### src/rtl/xc_aes_pkg.sv
// Shared definitions for the AES MixColumns initiator: FSM encoding, state
// geometry constants and the ShiftRows/InvShiftRows byte permutation.
package xc_aes_pkg;

  typedef enum logic [1:0] {
    ST_IDLE  = 2'd0,
    ST_ISSUE = 2'd1,
    ST_FLUSH = 2'd2,
    ST_DONE  = 2'd3
  } seq_state_e;

  localparam int BYTE_W   = 8;
  localparam int NUM_ROWS = 4;
  localparam int NUM_COLS = 4;
  localparam int COL_W    = BYTE_W * NUM_ROWS;
  localparam int STATE_W  = COL_W * NUM_COLS;
  localparam logic [1:0] LAST_COL = 2'd3;

  // Byte 4c+r holds row r of column c; enc selects ShiftRows, else InvShiftRows.
  function automatic logic [STATE_W-1:0] shift_rows(input logic [STATE_W-1:0] s,
                                                    input logic enc);
    logic [STATE_W-1:0] o;
    int src_c;
    o = '0;
    for (int c = 0; c < NUM_COLS; c++) begin
      for (int r = 0; r < NUM_ROWS; r++) begin
        src_c = enc ? ((c + r) % NUM_COLS) : ((c - r + NUM_COLS) % NUM_COLS);
        o[BYTE_W*(NUM_ROWS*c+r) +: BYTE_W] = s[BYTE_W*(NUM_ROWS*src_c+r) +: BYTE_W];
      end
    end
    return o;
  endfunction

endpackage

### src/rtl/xc_aes_shiftrows.sv
// Combinational ShiftRows (enc=1) / InvShiftRows (enc=0) on a 128-bit AES state.
module xc_aes_shiftrows
  import xc_aes_pkg::*;
(
  input  logic [127:0] state_in,
  input  logic         enc,
  output logic [127:0] state_out
);

  assign state_out = shift_rows(state_in, enc);

endmodule

### src/rtl/xc_aesmix_seq.sv
// Sequences a 128-bit AES state column by column through one MixColumns unit.
// Define XC_AESMIX_SEQ_SHIFTROWS_EN to apply (Inv)ShiftRows to the state on accept.
module xc_aesmix_seq
  import xc_aes_pkg::*;
#(
  parameter int unsigned TIMEOUT = 15
) (
  input  logic         clock,
  input  logic         resetn,
  input  logic         req_valid,
  output logic         req_ready,
  input  logic         req_enc,
  input  logic [127:0] state_in,
  input  logic         abort,
  output logic         rsp_valid,
  input  logic         rsp_ready,
  output logic [127:0] state_out,
  output logic         rsp_error,
  output logic         mix_valid,
  output logic         mix_enc,
  output logic [31:0]  mix_rs1,
  output logic [31:0]  mix_rs2,
  output logic         mix_flush,
  input  logic         mix_ready,
  input  logic [31:0]  mix_result
);

  localparam logic [7:0] TIMEOUT_CNT = 8'(TIMEOUT);
  localparam bit         TIMEOUT_EN  = (TIMEOUT != 0);

  seq_state_e         state_reg, state_next;
  logic [1:0]         col_reg, col_next;
  logic [7:0]         tcnt_reg, tcnt_next;
  logic [STATE_W-1:0] work_reg, work_next;
  logic               enc_reg, enc_next;
  logic               err_reg, err_next;
  logic               rsp_valid_reg;
  logic               rsp_error_reg;
  logic [STATE_W-1:0] state_out_reg;

  logic [STATE_W-1:0] latch_state;
  logic [COL_W-1:0]   col_words [NUM_COLS];
  logic [7:0]         tcnt_inc;
  logic               timeout_hit;

`ifdef XC_AESMIX_SEQ_SHIFTROWS_EN
  xc_aes_shiftrows u_shiftrows (
    .state_in  (state_in),
    .enc       (req_enc),
    .state_out (latch_state)
  );
`else
  assign latch_state = state_in;
`endif

  generate
    for (genvar gi = 0; gi < NUM_COLS; gi++) begin : g_col
      assign col_words[gi] = work_reg[COL_W*gi +: COL_W];
    end
  endgenerate

  assign tcnt_inc    = tcnt_reg + 8'd1;
  assign timeout_hit = TIMEOUT_EN && (tcnt_inc == TIMEOUT_CNT);

  always_comb begin
    state_next = state_reg;
    col_next   = col_reg;
    tcnt_next  = tcnt_reg;
    work_next  = work_reg;
    enc_next   = enc_reg;
    err_next   = err_reg;
    req_ready  = 1'b0;
    mix_valid  = 1'b0;
    mix_flush  = 1'b0;
    mix_rs1    = '0;
    mix_rs2    = '0;
    unique case (state_reg)
      ST_IDLE: begin
        req_ready = 1'b1;
        if (req_valid && !abort) begin
          work_next  = latch_state;
          enc_next   = req_enc;
          col_next   = 2'd0;
          tcnt_next  = 8'd0;
          err_next   = 1'b0;
          state_next = ST_ISSUE;
        end
      end
      ST_ISSUE: begin
        mix_rs1 = col_words[col_reg];
        mix_rs2 = col_words[col_reg];
        if (abort) begin
          mix_flush  = 1'b1;
          state_next = ST_IDLE;
        end else begin
          mix_valid = 1'b1;
          // A result arriving on the expiry cycle still wins over the timeout.
          if (mix_ready) begin
            work_next[COL_W*col_reg +: COL_W] = mix_result;
            state_next = ST_FLUSH;
          end else begin
            tcnt_next = tcnt_inc;
            if (timeout_hit) begin
              err_next   = 1'b1;
              state_next = ST_FLUSH;
            end
          end
        end
      end
      ST_FLUSH: begin
        mix_flush = 1'b1;
        if (abort) begin
          state_next = ST_IDLE;
        end else if (err_reg || (col_reg == LAST_COL)) begin
          state_next = ST_DONE;
        end else begin
          col_next   = col_reg + 2'd1;
          tcnt_next  = 8'd0;
          state_next = ST_ISSUE;
        end
      end
      ST_DONE: begin
        if (abort || (rsp_valid_reg && rsp_ready)) begin
          err_next   = 1'b0;
          state_next = ST_IDLE;
        end
      end
      default: state_next = ST_IDLE;
    endcase
  end

  always_ff @(posedge clock or negedge resetn) begin
    if (!resetn) begin
      state_reg <= ST_IDLE;
      col_reg   <= 2'd0;
      tcnt_reg  <= 8'd0;
      work_reg  <= '0;
      enc_reg   <= 1'b0;
      err_reg   <= 1'b0;
    end else begin
      state_reg <= state_next;
      col_reg   <= col_next;
      tcnt_reg  <= tcnt_next;
      work_reg  <= work_next;
      enc_reg   <= enc_next;
      err_reg   <= err_next;
    end
  end

  // Response is registered from the first DONE cycle and held until consumed.
  always_ff @(posedge clock or negedge resetn) begin
    if (!resetn) begin
      rsp_valid_reg <= 1'b0;
      rsp_error_reg <= 1'b0;
      state_out_reg <= '0;
    end else if (state_reg == ST_DONE) begin
      if (abort || (rsp_valid_reg && rsp_ready)) begin
        rsp_valid_reg <= 1'b0;
        rsp_error_reg <= 1'b0;
      end else if (!rsp_valid_reg) begin
        rsp_valid_reg <= 1'b1;
        rsp_error_reg <= err_reg;
        state_out_reg <= work_reg;
      end
    end
  end

  assign rsp_valid = rsp_valid_reg;
  assign rsp_error = rsp_error_reg;
  assign state_out = state_out_reg;
  assign mix_enc   = enc_reg;

endmodule

### config.mk
export PLATFORM = sky130hd
export DESIGN_NAME = xc_aesmix_seq
export DESIGN_NICKNAME = d
export VERILOG_FILES = /design/src/rtl/xc_aes_pkg.sv /design/src/rtl/xc_aes_shiftrows.sv /design/src/rtl/xc_aesmix_seq.sv
export SDC_FILE = /design/constraint.sdc
export NUM_CORES = 1
export LEC_CHECK = 0
export CELL_PAD_IN_SITES_DETAIL_PLACEMENT = 0
export CELL_PAD_IN_SITES_GLOBAL_PLACEMENT = 2
export CORE_ASPECT_RATIO = 1.25
export CORE_MARGIN = 8
export CORE_UTILIZATION = 27
export DETAILED_ROUTE_END_ITERATION = 16
export GPL_TIMING_DRIVEN = 0
export PLACE_DENSITY_LB_ADDON = 0.1
export SYNTH_ARGS = -nofsm -noshare
export SYNTH_HDL_FRONTEND = slang
export SYNTH_SLANG_ARGS = --single-unit
### constraint.sdc
create_clock -name clock -period 2.5 [get_ports clock]
set_input_delay 0.25 -clock clock [delete_from_list [all_inputs] [get_ports clock]]
set_output_delay 0.25 -clock clock [all_outputs]
set_load 0.005 [all_outputs]
==> run_results.csv <==
group,metric,value,unit
placed_design,place_area,0.0177,mm2
power,power.leakage,8.38,nW
logic_synthesis,yosys.area.top_type,"dfrtp_1",
layout,design_area,0.0198,mm2
timing,drv_slew,0,
die,die-area,0.0561,mm2
layout,areaGrowthSynthToFinish,50.4,%
timing,fin_ws,-0.0407,ns
timing,rsz0062_at_grt,"yes",
route,drc,0,
layout,final_nets,1826,
layout,drive_above_1_share,27.2,%
logic_synthesis,syn_avg_cell_area,10.9,um2
logic_synthesis,synth_nets,1381,
worst_setup_path,cp-start-kind,"register",
die,core_area,0.0482,mm2
placed_design,io_buffer_count,364,
global_route,grt_antenna_before_repair,10,
placed_design,preCtsSetupSlack,-2.06,ns
route,drt_iter0_drc,469,
route,wl_per_cell,25.8,um
outcome,violations,"setup timing",
worst_setup_path,path_class,"reg -> out",
clock_tree,cts_tree,"yes",
placed_design,post-dp-hpwl,41.9,mm
clock_tree,path_clk_slew,0.06,ns
logic_synthesis,synthFlopType,"dfrtp_1",
route,vias_per_cell,4.72,
outcome,outcome,"finished with violations",
clock_tree,cts-htree-levels,2,
worst_setup_path,arrival,2.29,ns
die,die_width,213,um
logic_synthesis,synth-edff-count,0,
global_route,grt_pass1_vias,12100,
worst_setup_path,r2r-start,"state_reg[1]$_DFFE_PN0P_",
logic_synthesis,yosys.area.top_type_share,51.8,%
timing,setup_tns,-0.101,ns
clock_tree,cts_made_buffers,34,
timing,min_period,2.54,ns
timing,timing.fmax,0.394,GHz
worst_setup_path,cp-end-kind,"output port",
logic_synthesis,ys_seq_area_share,51.8,%
timing,setup_viol,4,
route,via_count,11000,
clock_tree,cts_sinks,272,
global_route,gr-total-overflow,0,
die,rows,90,
clock_tree,insertion_delay,0.52,ns
clock_tree,cts.path.max_buffers,3,
timing,min_period_over_period,102,%
logic_synthesis,postSynthCellCount,1203,
power,ir_worst_vdd,0.533,mV
job,max_cap_viol_count,0,
logic_synthesis,synth_cell_types,46,
logic_synthesis,ys_top_cells_by_area,"dfrtp_1 52%, mux2_2 11%, a21oi_1 10%",
global_route,grt_usage,21.1,%
timing,tightest_slew,0.821,ns
global_route,grt_pass1_wl,85.9,mm
logic_synthesis,yosys_warnings,0,
route,drt-pass1-iter-count,4,
worst_setup_path,cp_max_fo,7,
worst_setup_path,crit_start,"col_reg[0]$_DFFE_PN0P_",
logic_synthesis,netlist_area,0.0132,mm2
die,die_height,263,um
die,design.portCount,365,
timing,hold_viol,0,
timing,slew_headroom,45.2,%
hold_path,hold_class,"in -> async",
global_route,grt_max_degree,112,
route,drt-total-wl,60.0,mm
placed_design,routabilityCongestion,0.759,
timing,finClkSkew,0.0110,ns
die,start_util,27.3,%
route,antenna_left,0,
logic_synthesis,synthArstFlopShare,100,%
worst_setup_path,required,2.25,ns
clock_tree,root_buffer,"clkbuf_16",
logic_synthesis,synth_seq_cells,272,
power,pwr_density_cell,1280,mW/mm2
-- cell type report --
class                           count  area (um2)
Antenna cell                        9        22.5
Buffer                            109         985
Clock buffer                       48        1010
Clock inverter                      8        93.8
Fill cell                        4927       28400
Inverter                           13        48.8
Multi-Input combinational cell    803        5800
Sequential cell                   272        6810
Tap cell                          644         806
Timing Repair Buffer              415        4200
-- metrics by stage --
stage                     std cells  util [%]  hold slack [ns]  power (mW)
after floorplan                1203         -          -0.0456        13.0
after global placement         2211      36.5            0.489        19.5
after detailed placement       2213      36.6            0.299        19.7
after CTS                      2313      40.8            0.353        25.6
after global routing           2317      41.0            0.375        26.9
final                          2321      41.0            0.320        25.3
-- cells in the final DEF, fill, tap and decap left out, types with 21 or more instances in the layout --
cell             count
buf_6               41
buf_4               64
nor2b_1            131
a21oi_1            264
buf_2               21
clkbuf_16           40
clkdlybuf4s50_1    297
mux2_2             129
mux4_2              32
nor2_1             133
dfrtp_1            271
and2_4              32
-- power by group --
group	internal (mW)	leakage [nW]	switching (mW)
combinational	6.76	4.54	5.58
clock	3.02	0.553	1.97
sequential	6.53	3.29	1.49
total	16.3	8.38	9.03
-- critical path: stages (launching register included) --
cell     delay, ns
dfrtp_2       0.42
buf_12        0.16
buf_12        0.13
buf_16        0.13
buf_12        0.12
mux4_2        0.40
and2_4        0.19
buf_6         0.11
buf_6         0.10
-- cells in the mapped netlist (all sizes together) (2+ instances only) --
cell type	count
and2	32
dfrtp	272
nor2b	132
clkbuf	35
nand3	4
ha	11
a21o	2
buf	80
nor2	135
nor3	4
or2	2
or3	2
a41oi	2
a211o	3
nor4	2
nand2b	2
mux2	129
o21ai	9
and3	2
nand2	11
mux4	32
inv	13
a31oi	3
o21a	3
a21oi	267
-- final timing paths --
check	slack, ns	depth (start not counted)	to
setup / recovery	-0.04	8	mix_rs2[13]
hold / removal	0.32	2	state_out[69]$_DFFE_PN0P_
setup reg to reg	0.12	9	work_reg[20]$_DFFE_PN0P_
hold reg to reg	0.50	1	state_out[38]$_DFFE_PN0P_
max in group asynchronous	0.71	4	work_reg[47]$_DFFE_PN0P_
min in group clock	0.37	2	mix_enc$_DFFE_PN0P_
-- cell families (layout without fill, tap and decap cells) --
group                    after synthesis  in the layout  synth area share [%]
buffers and inverters                128            593                  5.37
XOR/XNOR                               2              2                 0.133
other                                  0              9                     0
AND/OR/NAND/NOR                      332            332                  13.0
adder cells (fa/ha/maj)               11             11                  1.05
multiplexers                         162            162                  16.6
AO/OA/AOI/OAI                        296            296                  12.1
flip-flops                           272            272                  51.8
-- routing by layer --
metal	routed length [um]	vias up	track usage [%]
met3	3840	90	5.30
met1	24200	5512	25.1
li1	-	5036	-
met2	30400	318	36.8
met5	27	-	0
met4	1570	4	6.08
-- what timing repair did --
item                                   CTS  global route
gates cloned                             5             0
buffers inserted                        40             4
resized for setup                      303            62
setup endpoints to repair              322           281
endpoints found under the hold margin   81             0
pin swaps                               34            17
hold buffers                             1             0
(Power assumes the default switching activity.)
